## config.mk

```make
export PLATFORM = sky130hd
export DESIGN_NAME = ball_engine
export DESIGN_NICKNAME = d
export VERILOG_FILES = /design/src/rtl/ball_engine.sv
export SDC_FILE = /design/constraint.sdc
export NUM_CORES = 1
export LEC_CHECK = 0
export CORE_ASPECT_RATIO = 0.8
export CORE_UTILIZATION = 40
export DETAILED_ROUTE_END_ITERATION = 6
export GPL_TIMING_DRIVEN = 0
export RECOVER_POWER = 50
export SYNTH_ARGS = -nofsm -noshare
export SYNTH_HDL_FRONTEND = slang
export SYNTH_SLANG_ARGS = --single-unit
export TNS_END_PERCENT = 30
```

## constraint.sdc

```tcl
create_clock -name clk -period 3.25 [get_ports clk]
set_clock_uncertainty 0.05 [all_clocks]
set_input_delay 0.4875 -clock clk [delete_from_list [all_inputs] [get_ports clk]]
set_output_delay 0.4875 -clock clk [all_outputs]
set_load 0.01 [all_outputs]
```

## src/rtl/ball_engine.sv

```systemverilog
// Pong ball engine: steps a ball across an N x N LED grid, bounces off the top
// and bottom walls and two paddles, and drives registered one-hot row/column selects.
module ball_engine #(
  parameter int N          = 8,
  parameter int TICK_DIV   = 25000000,
  parameter int PADDLE_LEN = 3,
  localparam int W         = $clog2(N)
) (
  input  logic         clk,
  input  logic         rst_n,
  input  logic         serve,
  input  logic         serve_dir,
  input  logic         on,
  input  logic [W-1:0] paddle_l_y,
  input  logic [W-1:0] paddle_r_y,
  output logic [N-1:0] Sx,
  output logic [N-1:0] Sy,
  output logic [W-1:0] ball_x,
  output logic [W-1:0] ball_y,
  output logic         miss_l,
  output logic         miss_r,
  output logic         busy
);

  localparam int TW = $clog2(TICK_DIV);

  localparam logic [TW-1:0] C_TMAX = TW'(TICK_DIV - 1);
  localparam logic [W-1:0]  C_MID  = W'(N / 2);
  localparam logic [W-1:0]  C_MAX  = W'(N - 1);
  localparam logic [W-1:0]  C_NM2  = W'(N - 2);
  localparam logic [W-1:0]  C_NM3  = W'(N - 3);
  localparam logic [W-1:0]  C_ONE  = W'(1);
  localparam logic [W-1:0]  C_TWO  = W'(2);
  localparam logic [W-1:0]  C_PLEN = W'(PADDLE_LEN - 1);
  localparam logic [N-1:0]  C_BIT0 = N'(1);

  typedef enum logic [1:0] {S_IDLE, S_PLAY, S_MISS} state_t;

  state_t        r_state, w_state_nx;
  logic [TW-1:0] r_tick, w_tick_nx;
  logic [W-1:0]  r_x, r_y, w_x_nx, w_y_nx;
  logic          r_dx, r_dy, w_dx_nx, w_dy_nx;
  logic          r_miss_l, r_miss_r, w_miss_l_nx, w_miss_r_nx;
  logic [N-1:0]  r_sx, r_sy;
  logic          w_step, w_hit_l, w_hit_r;
  logic [W-1:0]  w_dl, w_dr;

  assign w_step = (r_tick == C_TMAX);

  // Offset into the paddle never exceeds N-1, so the clipped bottom row needs no extra term.
  assign w_dl    = r_y - paddle_l_y;
  assign w_dr    = r_y - paddle_r_y;
  assign w_hit_l = (r_y >= paddle_l_y) && (w_dl <= C_PLEN);
  assign w_hit_r = (r_y >= paddle_r_y) && (w_dr <= C_PLEN);

  always_ff @(posedge clk) begin
    if (!rst_n) r_state <= S_IDLE;
    else        r_state <= w_state_nx;
  end

  always_comb begin
    w_state_nx  = r_state;
    w_tick_nx   = r_tick;
    w_x_nx      = r_x;
    w_y_nx      = r_y;
    w_dx_nx     = r_dx;
    w_dy_nx     = r_dy;
    w_miss_l_nx = 1'b0;
    w_miss_r_nx = 1'b0;
    case (r_state)
      S_IDLE: begin
        w_tick_nx = '0;
        w_x_nx    = C_MID;
        w_y_nx    = C_MID;
        if (serve) begin
          w_state_nx = S_PLAY;
          w_dx_nx    = serve_dir;
          w_dy_nx    = 1'b1;
        end
      end
      S_PLAY: begin
        w_tick_nx = w_step ? '0 : r_tick + TW'(1);
        if (w_step) begin
          if (r_dy && (r_y == C_MAX)) begin
            w_y_nx  = C_NM2;
            w_dy_nx = 1'b0;
          end else if (!r_dy && (r_y == '0)) begin
            w_y_nx  = C_ONE;
            w_dy_nx = 1'b1;
          end else if (r_dy) begin
            w_y_nx = r_y + C_ONE;
          end else begin
            w_y_nx = r_y - C_ONE;
          end

          if (!r_dx && (r_x == C_ONE)) begin
            if (w_hit_l) begin
              w_x_nx  = C_TWO;
              w_dx_nx = 1'b1;
            end else begin
              w_x_nx      = '0;
              w_miss_l_nx = 1'b1;
              w_state_nx  = S_MISS;
            end
          end else if (r_dx && (r_x == C_NM2)) begin
            if (w_hit_r) begin
              w_x_nx  = C_NM3;
              w_dx_nx = 1'b0;
            end else begin
              w_x_nx      = C_MAX;
              w_miss_r_nx = 1'b1;
              w_state_nx  = S_MISS;
            end
          end else if (r_dx) begin
            w_x_nx = r_x + C_ONE;
          end else begin
            w_x_nx = r_x - C_ONE;
          end
        end
      end
      S_MISS: begin
        w_tick_nx = w_step ? '0 : r_tick + TW'(1);
        if (w_step) begin
          w_state_nx = S_IDLE;
          w_x_nx     = C_MID;
          w_y_nx     = C_MID;
        end
      end
      default: begin
        w_state_nx = S_IDLE;
      end
    endcase
  end

  always_ff @(posedge clk) begin
    if (!rst_n) begin
      r_tick   <= '0;
      r_x      <= C_MID;
      r_y      <= C_MID;
      r_dx     <= 1'b1;
      r_dy     <= 1'b1;
      r_miss_l <= 1'b0;
      r_miss_r <= 1'b0;
      r_sx     <= '0;
      r_sy     <= '1;
    end else begin
      r_tick   <= w_tick_nx;
      r_x      <= w_x_nx;
      r_y      <= w_y_nx;
      r_dx     <= w_dx_nx;
      r_dy     <= w_dy_nx;
      r_miss_l <= w_miss_l_nx;
      r_miss_r <= w_miss_r_nx;
      // Display decode lags the position by one cycle; blanking does not stall motion.
      r_sx     <= on ? (C_BIT0 << r_x) : '0;
      r_sy     <= on ? ~(C_BIT0 << r_y) : '1;
    end
  end

  assign Sx     = r_sx;
  assign Sy     = r_sy;
  assign ball_x = r_x;
  assign ball_y = r_y;
  assign miss_l = r_miss_l;
  assign miss_r = r_miss_r;
  assign busy   = (r_state != S_IDLE);

endmodule

```

Word level (Yosys, flattened, before mapping)
Index checks and enable logic that the tools add are counted.
Operators by class
  bitwise operators: 5
  equality and inequality tests: 15
  muxes and demuxes: 37
  $lt $le $gt $ge: 4
  $add $sub $neg: 7
  reduce and logical (&&, ||, !) cells: 22
  shift operators: 2
Operator list (count)
  case mux 25 bit (2 select lines): 1
  2-to-1 mux 3 bit: 9
  adder 25 x 1 -> 25 bit, second input constant: 1
  == test 25 bit, second input constant: 1
  2-to-1 mux 25 bit: 1
  2-to-1 mux 2 bit: 9
  inequality test 3 bit, second input constant: 6
  case mux 3 bit (3 select lines): 2
  << shifter 1 x 3 -> 8 bit, first input constant: 2
  2-to-1 mux 1 bit: 12
  AND reduction 6 bit: 2
  NOT 8 bit: 1
  AND reduction 4 bit: 2
  adder 3 x 1 -> 3 bit, second input constant: 2
  == test 3 bit, second input constant: 2
  >= comparator 3 bit: 2
  less-or-equal comparator 3 x 2 -> 1 bit, second input constant: 2
  logical AND 1 bit: 6
  inequality test 2 bit, second input constant: 3
  case mux 2 bit (3 select lines): 1
  nonzero test 2 bit: 3
  subtractor 3 x 1 -> 3 bit, second input constant: 2
  subtractor 3 bit: 2
  OR reduction 5 bit: 1
  12 further kinds: 17
Word-level totals
  word-level logic and storage cells: 102
  register bits after elaboration: 53

Logic depth before layout (Yosys ltp)
Gate-level depths: netlist (run 1).
  depth in word-level cells: 8
  depth in mapped cells: 9
  gate-level depth less buffers: 8

Worst setup path before layout (run 1)
No wires, ideal clock.
  path type: register to register
  start: register r_y[0] (netlist: ball_y[0])
  end: register r_dx
  cell stages (with the launch flop): 10
  data required time: 3079 ps
  path buffers: 1
  path slack: 561 ps
  data arrival time: 2518 ps
  period minus slack after synthesis: 2689 ps
  library setup time: 121 ps
  cells stage by stage: dfxtp_1 -> clkbuf_1 -> inv_1 -> ha_1 -> fa_1 -> o22ai_1 -> a21oi_1 -> a31oi_1 -> a2111oi_2 -> mux2_2
Between the ends
  cells in the longest elaborated chain, start to end: 5
  elaborated cells on any way between the ends: 11
  those cells by class: 2 x add/sub; 4 x order compare; 2 x eq/ne; 3 x reduce/logical
Ends and longest elaborated chain
  start: declaration: line 41  | logic [W-1:0] r_x, r_y, w_x_nx, w_y_nx;
  start signal: assignment: line 149  | r_y <= w_y_nx;
  subtractor 3 bit, on equally long branches: line 52, 51
  less-or-equal comparator 3 x 2 -> 1 bit, on equally long branches: line 54, 53
  logical AND 1 bit, on equally long branches: line 54, 53
  inequality test 3 bit (no line)
  AND reduction 6 bit (no line) *
  end signal: assignment: line 150  | r_dx <= w_dx_nx;
  end: declaration: line 42  | logic r_dx, r_dy, w_dx_nx, w_dy_nx;
Mark *: on every way between the ends. The rest lies on a longest branch, timed or not.
A chain may end at the register's enable or synchronous reset.

Worst setup path after layout (run 1)
Ends and elaborated chain as after synthesis.

==> results.rst, run 1 <==
.. list-table::
   :header-rows: 1

   * - Metric
     - Value
   * - Hold_buf cts
     - 0
   * - Largest net degree at the start of global routing
     - 18
   * - Clock buffer count from CTS
     - 5
   * - Hold Crit Class
     - register to register
   * - Slowest cell on the critical path
     - sky130_fd_sc_hd__fa_1
   * - Maximum vdd drop
     - 0.000222 V
   * - Antenna violations before repair
     - 0
   * - Top_reg_cell synth
     - sky130_fd_sc_hd__dfxtp_1
   * - CP arrival
     - 3090 ps
   * - Sum of overflow across all layers after global routing
     - 0
   * - TritonCTS clock tree
     - built
   * - Syn Std Cell Area
     - between 2000 and 3000 um2
   * - Cell area power density
     - 467 nW/um2
   * - Required time of the worst setup path
     - 3410 ps
   * - Count of final setup violators
     - 0
   * - Status
     - finished, final reports clean
   * - CP startpoint kind
     - register
   * - Gpl congestion
     - ~0.8
   * - Reg-to-reg startpoint
     - ball_y[0]$_SDFFE_PN0P_
   * - Number of flip-flops and latches in the synthesized netlist
     - between 50 and 60
   * - Clock latency of the later-clocked register in the worst-skew pair
     - 310 ps
   * - HPWL reported at the end of detailed placement
     - about 4.4 mm
   * - Count of max-cap constraint violations
     - 0
   * - Unique cell type count in the Yosys netlist
     - 48
   * - Clock-pin slew on the worst setup and hold paths
     - roughly 100 ps
   * - Worst relative slew slack
     - 43.0%
   * - Total inserted antenna cells
     - 0
   * - Crit end category
     - register
   * - First-pass GRT wire length
     - 10.0 mm
   * - FMAX
     - roughly 0.34 GHz
   * - Number of buffers inserted to repair setup after CTS
     - 0
   * - Min Clock Period, post-route
     - roughly 2900 ps
   * - Drt initial violations
     - 119
   * - Final number of max-transition violations
     - 0
   * - Cell Area, Placed
     - around 3200 um2
   * - Setup repair after global routing missed its margin
     - no
   * - Launch instance of the worst min-delay path
     - r_tick[6]$_SDFFE_PN0P_
   * - Area of the die
     - roughly 7200 um2
   * - Critical path startpoint
     - ball_y[0]$_SDFFE_PN0P_
   * - Fraction of the cycle the final worst path needs
     - roughly 90%
   * - GRT Util Overall
     - ~17%
   * - Lkg Pwr
     - 1.22 nW
   * - Total number of placement rows
     - 26
   * - Crit-path max cell delay
     - 480 ps
   * - Count of mapped cells out of synthesis
     - around 330
   * - CTS HTree Levels
     - 2
   * - Final Cell Area
     - around 3300 um2
   * - CP max FO
     - 9
   * - Relative area change from synthesis to final layout
     - 20.6%
   * - DIE WIDTH
     - 94.9 um
   * - Total of warnings raised by yosys
     - 0
   * - Gates resized, CTS repair
     - 0
   * - Post-detailed-route wirelength per cell
     - between 10 and 15 um
   * - Actual transition at the worst max-transition pin
     - between 800 and 900 ps
   * - Hold Vio Cnt, Final
     - 0
   * - Routed Antenna Nets
     - 0
   * - Height of the die
     - around 76 um
   * - Via/cell ratio
     - slightly above 5
   * - Number of global-route vias before repair
     - ~2100
   * - 1st-pass router iterations
     - 4
   * - Layout cells sized above 1
     - around 4.6%
   * - Sum Neg Setup Slack
     - 0 ps
   * - Nets
     - between 300 and 400
   * - Net count after synthesis
     - 355
   * - Area of the core
     - approximately 6500 um2
   * - Clock root cell
     - sky130_fd_sc_hd__clkbuf_8
   * - Total clock sinks
     - 53
   * - EDFF count, synth
     - 0
   * - Cell-by-cell trace of the critical path
     - clkbuf_1 -> inv_1 -> ha_1 -> fa_1 -> o22ai_1 -> a21oi_1 -> a31oi_1 -> a2111oi_2 -> mux2_2
   * - Sum of routed wire length over all layers
     - a little under 6 mm
   * - Via total after detailed routing
     - 2323
   * - Type of the worst setup path
     - register to register
   * - Share of synthesized area occupied by flip-flops and latches
     - 38.4%
   * - Async set or reset register ratio after synthesis
     - 0%
   * - Boundary pin count
     - 36
   * - Count of buffers from port buffering
     - 35
   * - Bufs on Longest Clock Path
     - 2
   * - Drc violations
     - 0
   * - Starting Density
     - 42.3%
   * - Avg Cell Area, Syn
     - around 8.5 um2
==> per-stage QoR <==
| step | instances | power, mW | worst slack (ps) | hold slack [ps] | util, % |
|---|---|---|---|---|---|
| finish | 453 | 1.56 | 318 | 473 | 50.9 |
| global placement | 445 | 1.12 | 316 | 439 | 49.2 |
| floorplan | 326 | 0.996 | 561 | 419 | - |
| CTS | 453 | 1.58 | 310 | 473 | 50.9 |
| global route | 453 | 1.66 | 36.0 | 495 | 50.9 |
| detailed placement | 445 | 1.12 | 286 | 452 | 49.2 |
==> flip-flops by register name, indices dropped and copies added, names as in the netlist <==
signal	count
Sx	8
Sy	8
ball_x	3
ball_y	3
miss_l	1
miss_r	1
r_dx	1
r_dy	1
r_state	2
r_tick	25
==> worst paths after layout <==
path / slack, ps / depth (start not counted) / to
hold / removal: 470 / 2 / r_tick[6]$_SDFFE_PN0P_
setup reg to reg: 320 / 9 / r_dx$_SDFFE_PN1P_
hold reg to reg: 470 / 2 / r_tick[6]$_SDFFE_PN0P_
setup / recovery: 320 / 9 / r_dx$_SDFFE_PN1P_
==> cells by family (layout without fill, tap and decap cells) <==
kind of cell	count (synthesis)	in the layout	synth area share (%)
XOR/XNOR	22	22	6.97
flip-flops	53	53	38.4
buffers and inverters	28	71	3.94
multiplexers	3	3	1.13
AO/OA/AOI/OAI	44	44	10.7
AND/OR/NAND/NOR	158	158	29.9
adder cells (fa/ha/maj)	18	18	8.97
==> area by class of cell <==
type | count | area, um2
tap | 84 | 105
sequential | 53 | 1060
clock inverter | 3 | 43.8
fill | 663 | 3210
buffer | 12 | 48.8
multi-input combinational | 245 | 1590
timing repair buffer | 35 | 350
inverter | 16 | 60.1
clock buffer | 5 | 68.8
==> layer usage <==
| layer | wire, um | global-route usage (%) | part of all wire [%] |
|---|---|---|---|
| met1 | 3120 | 25.8 | 54 |
| met2 | 2450 | 25.1 | 42 |
| met3 | 188 | 3.49 | 3.2 |
| met4 | 30 | 4.24 | 0.52 |
| met5 | 0 | 0 | 0 |
==> worst max-delay path: cells and delay by family (launching register included) <==
family,cells,cell delay [ps]
muxes,1,370
adders and majority gates,2,720
AOI/OAI and AO/OA,4,800
buffers and inverters,2,490
DFF,1,390
==> report_power, final <==
group / total [mW] / switching [mW] / internal (mW) / leakage, nW
sequential: 0.711 / 0.0316 / 0.680 / 0.429
clock: 0.450 / 0.219 / 0.231 / 0.0585
combinational: 0.394 / 0.231 / 0.163 / 0.736
==> placed cells by master (no fill, tap or decap), types with 7 or more instances in the layout <==
master                             n
sky130_fd_sc_hd__and3_1            7
sky130_fd_sc_hd__nand4_1           9
sky130_fd_sc_hd__nor2_1           39
sky130_fd_sc_hd__dlygate4sd3_1    24
sky130_fd_sc_hd__nor2b_1           8
sky130_fd_sc_hd__nor3_1           10
sky130_fd_sc_hd__xnor2_1          17
sky130_fd_sc_hd__a21oi_1          10
sky130_fd_sc_hd__inv_1            16
sky130_fd_sc_hd__nor4_1            8
sky130_fd_sc_hd__clkbuf_1          9
sky130_fd_sc_hd__nand2_1          31
sky130_fd_sc_hd__dfxtp_1          53
sky130_fd_sc_hd__nand3_1          14
sky130_fd_sc_hd__clkdlybuf4s50_1  11
sky130_fd_sc_hd__o21ai_0          11
sky130_fd_sc_hd__ha_1             15
==> cells in the mapped netlist, types with 2 or more instances <==
cell | number | area, um2
sky130_fd_sc_hd__a21boi_0 | 2 | 15.0
sky130_fd_sc_hd__a21o_1 | 2 | 15.0
sky130_fd_sc_hd__a21oi_1 | 10 | 50.1
sky130_fd_sc_hd__a31oi_1 | 3 | 18.8
sky130_fd_sc_hd__and2_1 | 4 | 25.0
sky130_fd_sc_hd__and3_1 | 7 | 43.8
sky130_fd_sc_hd__and4_1 | 3 | 26.3
sky130_fd_sc_hd__buf_2 | 3 | 15.0
sky130_fd_sc_hd__clkbuf_1 | 9 | 33.8
sky130_fd_sc_hd__dfxtp_1 | 53 | 1060
sky130_fd_sc_hd__fa_1 | 3 | 60.1
sky130_fd_sc_hd__ha_1 | 15 | 188
sky130_fd_sc_hd__inv_1 | 16 | 60.1
sky130_fd_sc_hd__mux2i_1 | 2 | 20.0
sky130_fd_sc_hd__nand2_1 | 31 | 116
sky130_fd_sc_hd__nand2b_1 | 5 | 31.3
sky130_fd_sc_hd__nand3_1 | 14 | 70.1
sky130_fd_sc_hd__nand4_1 | 9 | 56.3
sky130_fd_sc_hd__nor2_1 | 39 | 146
sky130_fd_sc_hd__nor2b_1 | 8 | 50.1
sky130_fd_sc_hd__nor3_1 | 10 | 50.1
sky130_fd_sc_hd__nor3b_1 | 5 | 37.5
sky130_fd_sc_hd__nor4_1 | 8 | 50.1
sky130_fd_sc_hd__o211a_1 | 3 | 30.0
sky130_fd_sc_hd__o21a_1 | 3 | 22.5
sky130_fd_sc_hd__o21ai_0 | 11 | 55.1
sky130_fd_sc_hd__o22ai_1 | 2 | 12.5
sky130_fd_sc_hd__o31ai_1 | 3 | 22.5
sky130_fd_sc_hd__or3_1 | 4 | 25.0
sky130_fd_sc_hd__xnor2_1 | 17 | 149
sky130_fd_sc_hd__xor2_1 | 5 | 43.8
Note: power is estimated with default switching activity, not from simulation.
==> run 2, diff against run 1 <==
- ABC_AREA: not set -> 1
==> results.rst, run 2 <==
.. list-table::
   :header-rows: 1

   * - Metric
     - Value
   * - Gpl congestion
     - 0.876 (+9.1%)
   * - Top cell family by delay on the critical path
     - simple AND/OR/NAND/NOR gates
   * - Share of synthesized area occupied by flip-flops and latches
     - 34.3% (-4.1 points)
   * - Count of mapped cells out of synthesis
     - 427 (+31%)
   * - Post-detailed-route wirelength per cell
     - 11.7 um (-8.6%)
   * - Filler-free cell count of the finished design
     - 573 (+26%)
   * - Height of the die
     - 80.6 um (+5.6%)
   * - Switching power of the nets
     - 0.990 mW (+110%)
   * - Clock-pin slew on the worst setup and hold paths
     - 90 ps (about the same)
   * - Number of global-route vias before repair
     - 2389 (+11%)
   * - Setup repair after global routing missed its margin
     - no
   * - Lkg Pwr
     - 1.60 nW (+31%)
   * - Status
     - finished, final reports clean
   * - Gates resized, CTS repair
     - 0 (unchanged)
   * - Most used cells in the layout excluding fill and tap cells
     - sky130_fd_sc_hd__nand2_1, sky130_fd_sc_hd__nor2_1, sky130_fd_sc_hd__inv_1
   * - Antenna violations before repair
     - 0 (unchanged)
   * - FF+latch area
     - 1060 um2 (unchanged)
   * - Fraction of the cycle the final worst path needs
     - 70.7% (-20 points)
   * - Reg power frac
     - 35.1% (-11 points)
   * - Async set or reset register ratio after synthesis
     - 0% (unchanged)
   * - Clock root cell
     - sky130_fd_sc_hd__clkbuf_8
   * - Relative area change from synthesis to final layout
     - 17.0%
   * - Number of buffers inserted to repair setup after CTS
     - 0 (unchanged)
   * - Crit-path max cell delay
     - 410 ps (-70 ps)
   * - CP dominant cell by count
     - sky130_fd_sc_hd__nand2_1
   * - GRT Util Overall
     - 17.9% (+0.64 points)
   * - Area of the core
     - 7430 um2 (+14%)
   * - Starting Density
     - 41.6% (-0.64 points)
   * - Boundary pin count
     - 36 (unchanged)
   * - Clock latency of the later-clocked register in the worst-skew pair
     - 300 ps (about the same)
   * - FMAX
     - 0.435 GHz (+28%)
   * - Worst Path Buf+Inv
     - 2 (unchanged)
   * - Hold Crit Class
     - register to register
   * - Combinational cell fraction of total power
     - 49.9% (+25 points)
   * - Area of the die
     - 8080 um2 (+12%)
   * - Via/cell ratio
     - 4.65 (-9.3%)
   * - Routed Antenna Nets
     - 0 (unchanged)
   * - Count leader, synth
     - sky130_fd_sc_hd__nand2_1
   * - PnR Total Power
     - 2.30 mW (+48%)
   * - Register with the most flip-flops
     - r_tick
   * - Synth top cells by count
     - sky130_fd_sc_hd__nand2_1, sky130_fd_sc_hd__inv_1, sky130_fd_sc_hd__nor2_1
   * - Area share of the largest cell type after synthesis
     - 34.3% (-4.1 points)
   * - Largest net degree at the start of global routing
     - 15 (-3)
   * - Number of flip-flops and latches in the synthesized netlist
     - 53 (unchanged)
   * - Cell-by-cell trace of the critical path
     - ha_1 -> nand2_1 -> inv_1 -> nand2_1 -> nor2_1 -> nand3_1 -> nand2_4 -> nand2_1 -> nand2_1 -> buf_12 -> nor3b_2
   * - DIE WIDTH
     - 100 um (+5.6%)
   * - Total of warnings raised by yosys
     - 0 (unchanged)
   * - Count of final setup violators
     - 0 (unchanged)
   * - Worst relative slew slack
     - 65.4% (+22 points)
   * - Syn Std Cell Area
     - 3090 um2 (+12%)
   * - Layout cells sized above 1
     - 11.8% (+7.1 points)
   * - First-pass GRT wire length
     - 11.3 mm (+13%)
   * - Final number of max-transition violations
     - 0 (unchanged)
   * - Area contributors post-synth
     - sky130_fd_sc_hd__dfxtp_1, sky130_fd_sc_hd__nand2_1, sky130_fd_sc_hd__inv_1
   * - Library cell with the largest summed area after synthesis
     - sky130_fd_sc_hd__dfxtp_1
   * - Most common cell after layout, fill and taps aside
     - sky130_fd_sc_hd__nand2_1
   * - Clock buffer count from CTS
     - 5 (unchanged)
   * - CP max FO
     - 10 (+1)
   * - Bufs on Longest Clock Path
     - 2 (unchanged)
   * - HPWL reported at the end of detailed placement
     - 5.28 mm (+21%)
   * - Largest register FFs
     - 25 (unchanged)
   * - Required time of the worst setup path
     - 3390 ps (-20 ps)
   * - Type of the worst setup path
     - register to register
   * - Sum of routed wire length over all layers
     - 6.69 mm (+16%)
   * - CTS HTree Levels
     - 2 (unchanged)
   * - Unique cell type count in the Yosys netlist
     - 37 (-23%)
   * - Avg Cell Area, Syn
     - 7.24 um2 (-15%)
   * - Clock power frac
     - 14.9% (-14 points)
   * - EDFF count, synth
     - 0 (unchanged)
   * - CP arrival
     - 2440 ps (-650 ps)
   * - Cell count after placement
     - 567 (+27%)
   * - Layout fillers
     - 768 (+16%)
   * - 1st-pass router iterations
     - 4 (unchanged)
   * - Total area of multi-input combinational cells
     - 1690 um2 (+6.4%)
   * - Actual transition at the worst max-transition pin
     - 518 ps (-331 ps)
   * - Total number of placement rows
     - 28 (+7.7%)
   * - Drc violations
     - 0 (unchanged)
   * - Maximum vdd drop
     - 0.000337 V (+52%)
   * - Min Clock Period, post-route
     - 2300 ps (-635 ps)
   * - Hold_buf cts
     - 0 (unchanged)
   * - Drt initial violations
     - 94 (-21%)
   * - Count of buffers from port buffering
     - 35 (unchanged)
   * - Sum Neg Setup Slack
     - 0 ps (unchanged)
   * - Crit end category
     - register
   * - TritonCTS clock tree
     - built
   * - Sum of overflow across all layers after global routing
     - 0 (unchanged)
   * - Cell area power density
     - 636 nW/um2 (+36%)
   * - CP startpoint kind
     - register
   * - Top_reg_cell synth
     - sky130_fd_sc_hd__dfxtp_1
   * - Count of max-cap constraint violations
     - 0 (unchanged)
   * - Setup slack of the critical path after layout
     - 953 ps (+635 ps)
   * - Place WS
     - 737 ps (+451 ps)
   * - Via total after detailed routing
     - 2664 (+15%)
   * - Total clock sinks
     - 53 (unchanged)
   * - Total inserted antenna cells
     - 0 (unchanged)
   * - Hold Vio Cnt, Final
     - 0 (unchanged)
   * - Switching Fraction
     - 43.1% (+12 points)
   * - Slowest cell on the critical path
     - sky130_fd_sc_hd__nand3_1
   * - Net count after synthesis
     - 456 (+28%)
   * - Cell-internal power
     - 1.31 mW (+22%)
   * - Nets
     - 498 (+25%)
-- run 2: cell families after synthesis --
group / after synthesis / synth area share (%)
flip-flops: 53 / 34.3
AO/OA/AOI/OAI: 29 / 5.26
buffers and inverters: 70 / 9.88
AND/OR/NAND/NOR: 246 / 39.4
XOR/XNOR: 11 / 3.12
adder cells (fa/ha/maj): 18 / 8.02
-- run 2: power by group through the flow --
stage	logic, mW	registers, mW	clock network [mW]
floorplan	0.862	0.820	0
global placement	1.16	0.824	0
detailed placement	1.17	0.824	0
CTS	1.18	0.809	0.365
global route	1.30	0.819	0.390
finish	1.15	0.807	0.344
-- run 2: through the flow --
stage / hold WS [ps] / area (um2) / util, %
after floorplan: 399 / 3090 / -
after global placement: 429 / 3570 / 48.1
after detailed placement: 432 / 3570 / 48.1
after CTS: 452 / 3650 / 49.1
after global routing: 483 / 3620 / 48.7
final: 446 / 3620 / 48.7
-- run 2: final timing paths --
check                              start                 endpoint  slack (ps)  depth (start not counted)
setup / recovery  r_tick[1]$_SDFFE_PN0P_  r_tick[14]$_SDFFE_PN0P_         950                         11
hold / removal         r_dy$_SDFFE_PN1P_        r_dy$_SDFFE_PN1P_         450                          2
setup reg to reg  r_tick[1]$_SDFFE_PN0P_  r_tick[14]$_SDFFE_PN0P_         950                         11
hold reg to reg        r_dy$_SDFFE_PN1P_        r_dy$_SDFFE_PN1P_         450                          2
-- run 2: tightest hold or removal path: stages (launching register included) --
cell and delay [ps]:
sky130_fd_sc_hd__dfxtp_1 330, sky130_fd_sc_hd__nand2_1 60, sky130_fd_sc_hd__nand3_1 60
-- run 2: area by class of cell --
| class | count | share of cell area, % |
|---|---|---|
| Tap cell | 105 | 3.63 |
| Sequential cell | 53 | 29.3 |
| Multi-Input combinational cell | 304 | 46.9 |
| Clock buffer | 5 | 1.90 |
| Clock inverter | 1 | 0.138 |
| Inverter | 64 | 6.64 |
| Buffer | 6 | 1.80 |
| Timing Repair Buffer | 35 | 9.69 |
-- run 2: metal layers --
layer | up-vias | share of wire [%] | GRT usage, %
met4 | 0 | 0.57 | 4.20
met2 | 46 | 42 | 26.7
met5 | - | 0 | 0
met1 | 1192 | 53 | 26.2
li1 | 1422 | - | -
met3 | 4 | 5.4 | 3.66
